[config.mk]
export PLATFORM = sky130hd
export DESIGN_NAME = cmos_gate_probe
export DESIGN_NICKNAME = d
export VERILOG_FILES = /design/src/rtl/cmos_gate_probe.sv
export SDC_FILE = /design/constraint.sdc
export NUM_CORES = 1
export LEC_CHECK = 0
export ABC_AREA = 1
export CAP_MARGIN = 10
export CORE_UTILIZATION = 45
export CTS_BUF_LIST = sky130_fd_sc_hd__clkbuf_16
export CTS_CLUSTER_SIZE = 25
export DETAILED_ROUTE_END_ITERATION = 16
export PLACE_DENSITY = 0.76
export REMOVE_ABC_BUFFERS = 1
export SLEW_MARGIN = 15
export SYNTH_ARGS = -nofsm -noshare
export SYNTH_HDL_FRONTEND = slang
export SYNTH_SLANG_ARGS = --single-unit
[constraint.sdc]
create_clock -name clk -period 1.45 [get_ports clk]
set_input_delay 0.145 -clock clk [delete_from_list [all_inputs] [get_ports clk]]
set_output_delay 0.145 -clock clk [all_outputs]
set_load 0.01 [all_outputs]
[src/rtl/cmos_gate_probe.sv]
// Sweeps all four {a,b} vectors into a two-input gate, samples its output after a settle
// window and checks it against TT. Optional first-mismatch capture: CMOS_GATE_PROBE_FAILCAP_EN.
module cmos_gate_probe #(
   parameter int unsigned SETTLE = 2,
   parameter logic [3:0]  TT     = 4'b0111
) (
   input  logic       clk,
   input  logic       rst_n,
   input  logic       start,
   input  logic       obs,
   output logic       drv_a,
   output logic       drv_b,
   output logic       busy,
   output logic       done,
   output logic       pass,
   output logic [2:0] fail_cnt,
   output logic [1:0] fail_vec
);

   localparam logic [3:0] SettleCnt = 4'(SETTLE);

   typedef enum logic {StIdle, StSettle} state_e;

   state_e     state_q, state_d;
   logic [1:0] vec_q, vec_d;
   logic [3:0] cnt_q, cnt_d;
   logic [2:0] fail_cnt_q, fail_cnt_d;
   logic       pass_q, pass_d;
   logic       done_q, done_d;
   logic       mismatch;

   // Case inequality so an X/Z output from the gate model is a mismatch.
   assign mismatch = (obs !== TT[vec_q]);

   always_ff @(posedge clk or negedge rst_n) begin
      if (!rst_n) begin
         state_q    <= StIdle;
         vec_q      <= 2'b00;
         cnt_q      <= 4'd0;
         fail_cnt_q <= 3'd0;
         pass_q     <= 1'b0;
         done_q     <= 1'b0;
      end else begin
         state_q    <= state_d;
         vec_q      <= vec_d;
         cnt_q      <= cnt_d;
         fail_cnt_q <= fail_cnt_d;
         pass_q     <= pass_d;
         done_q     <= done_d;
      end
   end

   always_comb begin
      state_d    = state_q;
      vec_d      = vec_q;
      cnt_d      = cnt_q;
      fail_cnt_d = fail_cnt_q;
      pass_d     = pass_q;
      done_d     = 1'b0;
      unique case (state_q)
         StIdle: begin
            if (start) begin
               state_d    = StSettle;
               vec_d      = 2'b00;
               cnt_d      = SettleCnt;
               fail_cnt_d = 3'd0;
               pass_d     = 1'b0;
            end
         end
         StSettle: begin
            if (cnt_q != 4'd0) begin
               cnt_d = cnt_q - 4'd1;
            end else begin
               if (mismatch) begin
                  fail_cnt_d = fail_cnt_q + 3'd1;
               end
               if (vec_q != 2'd3) begin
                  vec_d = vec_q + 2'd1;
                  cnt_d = SettleCnt;
               end else begin
                  // Drive stays at 11 after the sweep until the next start.
                  state_d = StIdle;
                  done_d  = 1'b1;
                  pass_d  = (fail_cnt_d == 3'd0);
               end
            end
         end
      endcase
   end

`ifdef CMOS_GATE_PROBE_FAILCAP_EN
   logic [1:0] fail_vec_q, fail_vec_d;

   always_comb begin
      fail_vec_d = fail_vec_q;
      if (state_q == StIdle) begin
         if (start) begin
            fail_vec_d = 2'b00;
         end
      end else if (cnt_q == 4'd0 && mismatch && fail_cnt_q == 3'd0) begin
         fail_vec_d = vec_q;
      end
   end

   always_ff @(posedge clk or negedge rst_n) begin
      if (!rst_n) begin
         fail_vec_q <= 2'b00;
      end else begin
         fail_vec_q <= fail_vec_d;
      end
   end

   assign fail_vec = fail_vec_q;
`else
   assign fail_vec = 2'b00;
`endif

   assign drv_a    = vec_q[1];
   assign drv_b    = vec_q[0];
   assign busy     = (state_q == StSettle);
   assign done     = done_q;
   assign pass     = pass_q;
   assign fail_cnt = fail_cnt_q;

endmodule
==> results.py, run 1 <==
metrics = {
    "worst_setup_path": {
        "end_kind": "primary output",
        "crit_type": "flop to primary output",
        "startpoint_type": "flop",
        "critPathArrivalTime_ns": 1.19,
        "cpLargestDelayFamily": "buffers and inverters",
        "cp_max_fo": 4,
        "slowest_delay_ns": 0.55,
        "path_cells": "clkdlybuf4s50_1",
        "ff2ff_setup_slack_ns": 0.13,
        "cp.required_ns": 1.31,
        "critical_path_buf_inv_count": 1,
        "slowest_stage": "clkdlybuf4s50_1",
    },
    "power": {
        "p_leak_nw": 0.521,
        "p_sw_frac": 0.384,
        "power.switching_mw": 0.837,
        "power_mw": 2.18,
        "p_int_mw": 1.34,
        "pwr-share-comb": 0.500,
        "ir_worst_vdd_v": 0.00110,
        "clkPwrFrac": 0.228,
        "pwr-share-seq": 0.272,
        "power_density_nw_per_um2": 2220,
    },
    "timing": {
        "finalSetupViolations": 0,
        "timing.setup.tns_ns": 0,
        "slew_headroom": 0.636,
        "finalHoldViolations": 0,
        "skew_ns": 0.00139,
        "fin_crit_ns": 1.33,
        "rsz0062_at_grt": "false",
        "slew_violations": 0,
        "worst_pin_slew_ns": 0.545,
        "fmax_mhz": 750,
        "fin_crit_sh": 0.920,
    },
    "synthesis": {
        "syn_inst": 91,
        "async_reset_ff_frac": 1.00,
        "synth_flop_cell": "dfrtp_1",
        "synth-edff-count": 0,
        "synth.area.top_cells": "dfrtp_1 39%, nand2_1 11%, ha_1 6.5%",
        "yosysTopAreaCellShare": 0.392,
        "synth_most_common_cell": "nand2_1",
        "yosys-top-cells-count": "23 x nand2_1, 12 x dfrtp_1, 12 x inv_1",
        "yosys_warnings": 0,
        "synthesis.area_sq_um": 767,
        "synth-seq-cells": 12,
        "avgSynthCellArea_sq_um": 8.43,
        "synth_largest_area_cell": "dfrtp_1",
        "synth.distinct_cells": 23,
        "seq_area_frac_synth": 0.392,
    },
    "cells_and_area": {
        "drive_gt1_frac": 0.215,
        "fill_cells": 151,
        "n_antenna_cell": 0,
        "register_area_sq_um": 300,
        "multi_input_area_sq_um": 389,
        "area_growth_pct": 27.7,
        "nNetsFinal": 117,
    },
    "clock_tree": {
        "cts_buffers": 3,
        "insertion_delay_ns": 0.24,
        "tritoncts": "done",
        "cts.hold.buffers_added": 0,
        "ctsResizeCount": 0,
        "path_clk_slew_ns": 0.04,
        "cts_sinks": 12,
        "htree_levels": 1,
        "post-cts-setup-buffers": 0,
        "cts_root_buf": "clkbuf_16",
        "clock_path_buffers": 2,
    },
    "die": {
        "core_area_sq_um": 1540,
        "die_h_um": 43.3,
        "initial_core_util": 0.498,
        "die-area_sq_um": 1870,
        "num_rows": 14,
        "die_w_um": 43.3,
        "boundaryPins": 14,
    },
    "run": {
        "max-cap-violations": 0,
    },
    "detailed_routing": {
        "drc": 0,
        "drt_pass1_iterations": 4,
        "wl_per_cell_um": 11.8,
        "via_per_inst": 5.07,
        "drt_wl_total_mm": 1.46,
        "num_vias": 623,
        "drt_iter0_drc": 8,
        "ant_nets": 0,
    },
    "grt": {
        "track_usage": 0.189,
        "antenna_found_initial": 0,
        "grt_pass1_wl_mm": 2.59,
        "grt_pass1_vias": 621,
        "grt_max_degree": 13,
        "gr-total-overflow": 0,
    },
    "place": {
        "io_buffer_count": 11,
        "dp_hpwl_mm": 1.08,
        "gp_congestion": 0.825,
    },
    "status": {
        "status": "completed",
    },
    "hold_path": {
        "hold_class": "input port to asynchronous set/reset pin",
    },
}
==> stage by stage <==
step,utilization,hold WS (ns),cell area [sq um],instances,worst slack (ns)
4_1_cts,0.636,0.288,980,123,0.101
5_1_grt,0.636,0.331,980,123,0.0425
3_5_place_dp,0.587,0.498,905,120,0.173
6_report,0.636,0.265,980,123,0.116
3_3_place_gp,0.587,0.504,905,120,0.170
2_1_floorplan,-,-0.151,744,89,0.158
==> sequential cells by signal (all words and copies together) (netlist names) <==
| register | cells |
|---|---|
| vec_q | 2 |
| fail_cnt | 3 |
| done | 1 |
| cnt_q | 4 |
| pass | 1 |
| busy | 1 |
==> placed cells by master (no fill, tap or decap), types with 3 or more instances in the layout <==
cell type	Yosys	layout
nand2_1	23	23
o21ai_2	4	4
clkbuf_16	0	3
buf_4	2	4
ha_1	4	4
clkdlybuf4s50_1	0	11
dfrtp_1	12	12
nand3_1	10	10
nand2_2	4	4
inv_1	12	12
o21ai_1	3	3
==> power by group through the flow <==
stage	clock, mW	combinational (mW)	sequential (mW)
6_report	0.496	1.09	0.592
5_1_grt	0.520	1.24	0.610
4_1_cts	0.504	1.10	0.595
3_5_place_dp	0	1.08	0.597
3_3_place_gp	0	1.05	0.591
2_1_floorplan	0	0.690	0.627
==> cell families after synthesis <==
logic type,share of synthesized area
AND/OR/NAND/NOR,0.341
buffers and inverters,0.106
flip-flops,0.392
AO/OA/AOI/OAI,0.0799
adder cells (fa/ha/maj),0.0653
XOR/XNOR,0.0114
other,0.00489
==> layer usage <==
metal,track usage,vias to the layer above,share of wire
met5,0,-,0
met4,0.0909,0,0.020
met3,0.0511,5,0.032
met2,0.322,13,0.52
met1,0.216,284,0.43
li1,-,321,-
==> worst paths after layout <==
check,start,end,cells after the start
max,fail_cnt[0],fail_cnt[0],1
min,rst_n,cnt_q[0],1
max reg2reg,vec_q[1],fail_cnt[1],7
min reg2reg,pass,pass,2
max in group asynchronous,rst_n,fail_cnt[2],1
min in group clk,pass,pass,2
==> final cells by class <==
| cell class | instances | area share |
|---|---|---|
| clock buffers | 3 | 0.0766 |
| inverters | 14 | 0.0562 |
| multi-input cells | 63 | 0.397 |
| flip-flops and latches | 12 | 0.307 |
| well taps | 16 | 0.0204 |
| repair buffers | 15 | 0.143 |
Note: power is estimated with default switching activity, not from simulation.
==> inputs of run 2 (changes only) <==
- SETUP_SLACK_MARGIN: unset -> 0.15
==> run 2 against run 1 <==
Non-clock buffer count up 2. Core utilization up 2.0 points. Critical endpoint is now cnt_q[1]. Cell count up 1.6%. Power up 1.7%. Setup slack better by 0.098 ns. Via count up 0.32%.
==> results.py, run 2 (synthesized netlist as in run 1, its figures left out) <==
metrics = {
    "status": {
        "status": "completed",
    },
    "cells_and_area": {
        "area_growth_pct": 31.8,
        "multi_input_area_sq_um": 404,
        "final_area_sq_um": 1010,
        "nNetsFinal": 119,
        "fill_cells": 150,
        "register_area_sq_um": 300,
        "n_antenna_cell": 0,
        "largest_reg_flops": 4,
        "most-common-layout-cells": "23 x nand2_1, 12 x inv_1, 12 x dfrtp_1",
        "top_register": "cnt_q",
        "mostFrequentLayoutCell": "nand2_1",
        "finish.utilization": 0.656,
        "drive_gt1_frac": 0.248,
    },
    "die": {
        "die_w_um": 43.3,
        "die_h_um": 43.3,
        "num_rows": 14,
        "core_area_sq_um": 1540,
        "die-area_sq_um": 1870,
        "boundaryPins": 14,
        "initial_core_util": 0.498,
    },
    "worst_setup_path": {
        "r2r-end": "cnt_q[1]",
        "regToRegStartpoint": "cnt_q[0]",
        "end_kind": "flop",
        "ff2ff_setup_slack_ns": 0.21,
        "cp_max_fo": 6,
        "critPathArrivalTime_ns": 1.36,
        "crit_start": "cnt_q[0]",
        "cp.required_ns": 1.58,
        "startpoint_type": "flop",
        "reg2reg_depth": 7,
        "crit_type": "flop to flop",
    },
    "detailed_routing": {
        "drt_iter0_drc": 10,
        "drt_pass1_iterations": 4,
        "ant_nets": 0,
        "wl_per_cell_um": 12.0,
        "via_per_inst": 5.00,
        "num_vias": 625,
        "drc": 0,
        "drt_wl_total_mm": 1.50,
    },
    "timing": {
        "skew_ns": 0.00167,
        "layout_setup_ws_ns": 0.215,
        "timing.setup.tns_ns": 0,
        "finalSetupViolations": 0,
        "fin_crit_ns": 1.24,
        "hold_ws_ns": 0.267,
        "rsz0062_at_grt": "true",
        "slew_headroom": 0.633,
        "slew_violations": 0,
        "fmax_mhz": 809,
        "finalHoldViolations": 0,
        "fin_crit_sh": 0.852,
        "worst_pin_slew_ns": 0.549,
    },
    "clock_tree": {
        "insertion_delay_ns": 0.24,
        "clock_path_buffers": 2,
        "cts_root_buf": "clkbuf_16",
        "htree_levels": 1,
        "tritoncts": "done",
        "path_clk_slew_ns": 0.04,
        "cts_sinks": 12,
        "cts_buffers": 3,
    },
    "grt": {
        "track_usage": 0.189,
        "grt_max_degree": 13,
        "grt_pass1_wl_mm": 2.59,
        "gr-total-overflow": 0,
        "antenna_found_initial": 0,
        "grt_pass1_vias": 621,
    },
    "power": {
        "power_density_nw_per_um2": 2190,
        "p_leak_nw": 0.556,
        "ir_worst_vdd_v": 0.00112,
    },
    "hold_path": {
        "hold_class": "input port to asynchronous set/reset pin",
    },
    "place": {
        "place_ws_ns": 0.173,
        "gp_congestion": 0.825,
        "dpl_cell_area_sq_um": 905,
        "io_buffer_count": 11,
        "dp_hpwl_mm": 1.08,
    },
    "run": {
        "max-cap-violations": 0,
    },
}
==> run 2: cell types whose count changed in the layout (fill, tap and decap cells not counted) <==
cell | before | now
dlygate4sd2_1 | 0 | 5
inv_4 | 1 | 2
ha_1 | 4 | 2
ha_2 | 0 | 1
ha_4 | 0 | 1
inv_2 | 1 | 0
buf_4 | 4 | 6
dlymetal6s2s_1 | 0 | 2
clkdlybuf4s50_1 | 11 | 4
==> run 2: metrics by stage <==
| stage | std cells | total power, mW |
|---|---|---|
| 2_1_floorplan | 89 | 1.32 |
| 3_3_place_gp | 120 | 1.64 |
| 3_5_place_dp | 120 | 1.68 |
| 4_1_cts | 123 | 2.16 |
| 5_1_grt | 125 | 2.41 |
| 6_report | 125 | 2.21 |
==> run 2: worst max path at each step <==
stage,endpoint,slack [ns],cells after the start
after global routing,cnt_q[1],0.14,7
final,cnt_q[1],0.21,7
after global placement,pass,0.17,10
after floorplan,cnt_q[1],0.16,7
after detailed placement,pass,0.17,10
after CTS,busy,0.16,1
==> run 2: final cells by class <==
cell class / instances / area share
timing repair buffer: 17 / 0.152
tap: 16 / 0.0198
multi-input combinational: 63 / 0.400
inverter: 14 / 0.0569
clock buffer: 3 / 0.0743
sequential: 12 / 0.297
==> run 2: layer usage <==
| metal | part of all wire | wire (um) | vias to the layer above | track usage |
|---|---|---|---|---|
| met1 | 0.43 | 648 | 282 | 0.216 |
| met4 | 0.019 | 29 | 0 | 0.0909 |
| met3 | 0.039 | 59 | 5 | 0.0511 |
| met5 | 0 | 0 | - | 0 |
| met2 | 0.51 | 763 | 15 | 0.322 |
| li1 | - | - | 323 | - |
==> run 2: worst max-delay path, cell delays in order, from the launching register on <==
cell and delay (ns):
dfrtp_1 0.35, inv_1 0.08, ha_2 0.23, nand4_2 0.18, inv_4 0.12, nor2_8 0.05, nand2_2 0.06, o21ai_2 0.04
==> run 2: repair_timing <==
item / CTS / global route
buffers inserted: 0 / 2
hold buffers: 0 / 0
resized for setup: 6 / 5
pin swaps: 0 / 1
setup endpoints to repair: 7 / 8
==> run 2: report_power, final <==
| group | leakage [nW] | total, mW | switching [mW] | internal (mW) |
|---|---|---|---|---|
| clock network | 0.0370 | 0.496 | 0.137 | 0.359 |
| registers | 0.147 | 0.598 | 0.119 | 0.479 |
| logic | 0.373 | 1.12 | 0.606 | 0.513 |
| total | 0.556 | 2.21 | 0.862 | 1.35 |
